===== config.mk =====
export PLATFORM = sky130hd
export DESIGN_NAME = conv4x4_mac
export DESIGN_NICKNAME = d
export VERILOG_FILES = /design/src/rtl/conv4x4_mac.sv
export SDC_FILE = /design/constraint.sdc
export NUM_CORES = 2
export LEC_CHECK = 0
export CORE_ASPECT_RATIO = 0.7
export CORE_MARGIN = 5
export CORE_UTILIZATION = 45
export DETAILED_ROUTE_END_ITERATION = 7
export PLACE_DENSITY = 0.67
export SYNTH_ARGS = -nofsm -noshare
export SYNTH_HDL_FRONTEND = slang
export SYNTH_SLANG_ARGS = --single-unit

===== constraint.sdc =====
create_clock -name clk -period 6.45 [get_ports clk]
set_input_delay 0.645 -clock clk [delete_from_list [all_inputs] [get_ports clk]]
set_output_delay 0.645 -clock clk [all_outputs]
set_load 0.01 [all_outputs]

===== src/rtl/conv4x4_mac.sv =====
// Two-stage pipelined 4x4 signed dot product: 16 registered products, then a
// balanced adder tree registered into conv_out (2-cycle latency, 1 result/clock).
module conv4x4_mac #(
  parameter int DATA_W = 8,
  parameter int OUT_W  = 25
) (
  input  logic signed [DATA_W-1:0] data_00,
  input  logic signed [DATA_W-1:0] data_01,
  input  logic signed [DATA_W-1:0] data_02,
  input  logic signed [DATA_W-1:0] data_03,
  input  logic signed [DATA_W-1:0] data_10,
  input  logic signed [DATA_W-1:0] data_11,
  input  logic signed [DATA_W-1:0] data_12,
  input  logic signed [DATA_W-1:0] data_13,
  input  logic signed [DATA_W-1:0] data_20,
  input  logic signed [DATA_W-1:0] data_21,
  input  logic signed [DATA_W-1:0] data_22,
  input  logic signed [DATA_W-1:0] data_23,
  input  logic signed [DATA_W-1:0] data_30,
  input  logic signed [DATA_W-1:0] data_31,
  input  logic signed [DATA_W-1:0] data_32,
  input  logic signed [DATA_W-1:0] data_33,
  input  logic signed [DATA_W-1:0] kernel_00,
  input  logic signed [DATA_W-1:0] kernel_01,
  input  logic signed [DATA_W-1:0] kernel_02,
  input  logic signed [DATA_W-1:0] kernel_03,
  input  logic signed [DATA_W-1:0] kernel_10,
  input  logic signed [DATA_W-1:0] kernel_11,
  input  logic signed [DATA_W-1:0] kernel_12,
  input  logic signed [DATA_W-1:0] kernel_13,
  input  logic signed [DATA_W-1:0] kernel_20,
  input  logic signed [DATA_W-1:0] kernel_21,
  input  logic signed [DATA_W-1:0] kernel_22,
  input  logic signed [DATA_W-1:0] kernel_23,
  input  logic signed [DATA_W-1:0] kernel_30,
  input  logic signed [DATA_W-1:0] kernel_31,
  input  logic signed [DATA_W-1:0] kernel_32,
  input  logic signed [DATA_W-1:0] kernel_33,
  input  logic                     clk,
  input  logic                     rst_n,
  output logic signed [OUT_W-1:0]  conv_out
);

  localparam int P_W = 2 * DATA_W;

  logic signed [DATA_W-1:0] data_arr   [16];
  logic signed [DATA_W-1:0] kernel_arr [16];
  logic signed [P_W-1:0]    prod_reg   [16];
  logic signed [P_W:0]      lvl1       [8];
  logic signed [P_W+1:0]    lvl2       [4];
  logic signed [P_W+2:0]    lvl3       [2];
  logic signed [P_W+3:0]    tree_sum;

  // Index r*4+c: pairing is purely positional.
  assign data_arr = '{data_00, data_01, data_02, data_03,
                      data_10, data_11, data_12, data_13,
                      data_20, data_21, data_22, data_23,
                      data_30, data_31, data_32, data_33};
  assign kernel_arr = '{kernel_00, kernel_01, kernel_02, kernel_03,
                        kernel_10, kernel_11, kernel_12, kernel_13,
                        kernel_20, kernel_21, kernel_22, kernel_23,
                        kernel_30, kernel_31, kernel_32, kernel_33};

  genvar gi;
  generate
    for (gi = 0; gi < 16; gi++) begin : g_mul
      always_ff @(posedge clk or negedge rst_n) begin
        if (!rst_n) prod_reg[gi] <= '0;
        else        prod_reg[gi] <= P_W'(data_arr[gi]) * P_W'(kernel_arr[gi]);
      end
    end

    // Each tree level grows one bit, so no level can overflow.
    for (gi = 0; gi < 8; gi++) begin : g_lvl1
      assign lvl1[gi] = (P_W+1)'(prod_reg[2*gi]) + (P_W+1)'(prod_reg[2*gi+1]);
    end
    for (gi = 0; gi < 4; gi++) begin : g_lvl2
      assign lvl2[gi] = (P_W+2)'(lvl1[2*gi]) + (P_W+2)'(lvl1[2*gi+1]);
    end
    for (gi = 0; gi < 2; gi++) begin : g_lvl3
      assign lvl3[gi] = (P_W+3)'(lvl2[2*gi]) + (P_W+3)'(lvl2[2*gi+1]);
    end
  endgenerate

  assign tree_sum = (P_W+4)'(lvl3[0]) + (P_W+4)'(lvl3[1]);

  always_ff @(posedge clk or negedge rst_n) begin
    if (!rst_n) conv_out <= '0;
    else        conv_out <= OUT_W'(tree_sum);
  end

endmodule


==> results.cfg <==
[synth]
synth_top_cell_by_area = fa_1
synth_top_area_share_pct = 42.3
synth_common_cells = inv_1 (1434), fa_1 (1112), and2_1 (610), ha_1 (489), nand2_1 (328)
yosysUniqueCellTypes = 63
ys_ff_latch = 276
yosysMostFrequentCell = inv_1
synthAdderAreaFrac_pct = 54.0
synth_compound_area_share_pct = 4.37
synth_nets = 7122
yosys.area_share.xor_xnor_pct = 4.56
synth_edf_count = 0
synth_top_family_by_area = adder cells
yosys_warnings = 0
synthSimpleGateAreaFrac_pct = 13.5
synthMuxAreaShare_pct = 0.0999
synth_area_leaders = fa_1 (42%), dfrtp_1 (13%), ha_1 (12%), inv_1 (10%), and2_1 (7.3%)
seq_area_frac_synth_pct = 13.1
async_reset_ff_share_pct = 100
avgSynthCellArea_sq_um = 9.99
synth-main-ff-cell = dfrtp_1
synthCells = 5263
syn_area_sq_um = 52600

[sta]
slew_violations = 0
tightest_slew_ns = 1.17
relSlewSlack_pct = 21.7
rsz0062_at_grt = false
max_freq_ghz = 0.172
tns_ns = 0
setup_viol = 0
clock_skew_ns = 0.0162
fin_crit_sh_pct = 90.4
hold_viol_final = 0
fin_crit_ns = 5.83

[global_routing]
grt_max_degree = 187
grt_use_total_pct = 20.7
overflow = 0
grt_pass1_wl_mm = 204
grt_pass1_vias = 37300
antenna_found_initial = 19

[worst_setup_path]
critical_path_arrival_ns = 6.28
criticalPathCategory = reg -> reg
crit_path_end_kind = register
start_kind = register
r2r_slack_ns = 0.62
cp-startpoint = prod_reg[98]$_DFF_PN0_
reg2reg_from = prod_reg[98]$_DFF_PN0_
worstReg2RegEnd = conv_out[16]$_DFF_PN0_
crit_fanout = 3
critPathRequiredTime_ns = 6.90
cp-endpoint = conv_out[16]$_DFF_PN0_
r2r_cells = 18

[placement]
hpwl_mm = 108
portBuffers = 282
gp_congestion = 0.881

[clock_network]
cts.path.max_buffers = 3
cts_tree = done
clk_latency_ns = 0.60
hold_buffers = 0
clockRootBuffer = clkbuf_16
cts-buffers-inserted = 31
clk_pin_slew_worst_paths_ns = 0.07
ctsResizeCount = 0
htree_levels = 1
cts_setup_buffers = 0
cts_sinks = 276

[drt]
dr.first_iter.drc_count = 1951
avgViaCountPerCell = 4.82
routed_wl_mm = 122
drc = 0
drt_first_pass_iters = 5
ant_nets = 0
vias = 34300
avgRoutedWirePerCell_microns = 17.1

[cells_and_area]
syn_to_final_growth_pct = 11.0
final_util_pct = 50.5
layout-drive-gt1-share_pct = 1.52
nets = 7420
largest_reg_flops = 256

[die]
die-area_sq_um = 124000
ioPinCount = 283
die_x_microns = 419
num_rows = 104
dieHeight_microns = 296
initial_core_util_pct = 45.5
core-area_sq_um = 116000

[min_path]
min_path_type = in -> async

[outcome]
outcome = completed

[job]
cap_violations = 0
==> layout make-up <==
cell class | count | area [sq um]
Fill cell | 10600 | 57200
Multi-Input combinational cell | 3535 | 40200
Sequential cell | 276 | 6910
Inverter | 1434 | 5380
Timing Repair Buffer | 283 | 2850
Tap cell | 1537 | 1920
Clock buffer | 41 | 883
Clock inverter | 16 | 220
Antenna cell | 8 | 20.0
==> cell families (layout without fill, tap and decap cells) <==
logic type	after synthesis	after routing
other	0	8
muxes	5	5
buffers and inverters	1452	1774
AOI/OAI and AO/OA	354	354
and+or+nand+nor	1303	1303
xor gates and xnor gates	272	272
adders and majority gates	1601	1601
DFF	276	276
==> metal layers <==
layer  vias up  wire (microns)  track usage (%)
met2       685           52500             31.0
met5         -              13                0
met4         2            1600             2.80
met1     17500           60800             32.7
met3        82            6820             3.07
li1      16100               -                -
==> worst min-delay path by stage <==
stage,from,end,depth (start not counted)
3_3_place_gp,prod_reg[240]$_DFF_PN0_,conv_out[0]$_DFF_PN0_,1
6_report,rst_n,prod_reg[159]$_DFF_PN0_,1
3_5_place_dp,prod_reg[240]$_DFF_PN0_,conv_out[0]$_DFF_PN0_,1
2_1_floorplan,rst_n,conv_out[0]$_DFF_PN0_,0
4_1_cts,rst_n,prod_reg[159]$_DFF_PN0_,1
5_1_grt,rst_n,prod_reg[159]$_DFF_PN0_,1
==> critical path: stages (launching register included) <==
cell	delay, ns
dfrtp_1	0.38
fa_1	0.54
inv_1	0.06
fa_1	0.49
inv_1	0.05
fa_1	0.56
fa_1	0.43
fa_1	0.49
inv_1	0.06
fa_1	0.47
inv_1	0.05
ha_1	0.22
fa_1	0.49
a211oi_1	0.36
o21ai_0	0.27
a21boi_2	0.24
o21a_1	0.20
mux2i_1	0.19
o311ai_0	0.13
==> placed cells by master (no fill, tap or decap), drive strengths merged, types with 10 or more instances in the layout <==
master         instances
nor2                 101
fa                  1112
o21a                  14
clkdlybuf4s50        281
o211ai                11
and2                 610
a21o                  28
xor2                  27
a21oi                103
o21ai                108
nand3                 19
nor3                  18
nand2                328
nand2b               119
nor2b                 60
inv                 1437
ha                   489
clkbuf                41
o21bai                10
dfrtp                276
a211oi                25
a31oi                 13
xnor2                244
==> metrics by stage <==
stage | area (sq um) | worst slack, ns | std cells | hold WS (ns)
finish | 58400 | 0.622 | 7130 | 0.0545
global route | 58400 | 0.378 | 7126 | 0.114
CTS | 58400 | 0.675 | 7122 | 0.0784
detailed placement | 57300 | 0.710 | 7065 | 0.498
global placement | 57300 | 0.734 | 7065 | 0.496
floorplan | 52600 | 1.07 | 5263 | 0.349
Power is not shown: default switching activity piles up to over one toggle a cycle in this logic, so the estimate is an artifact.
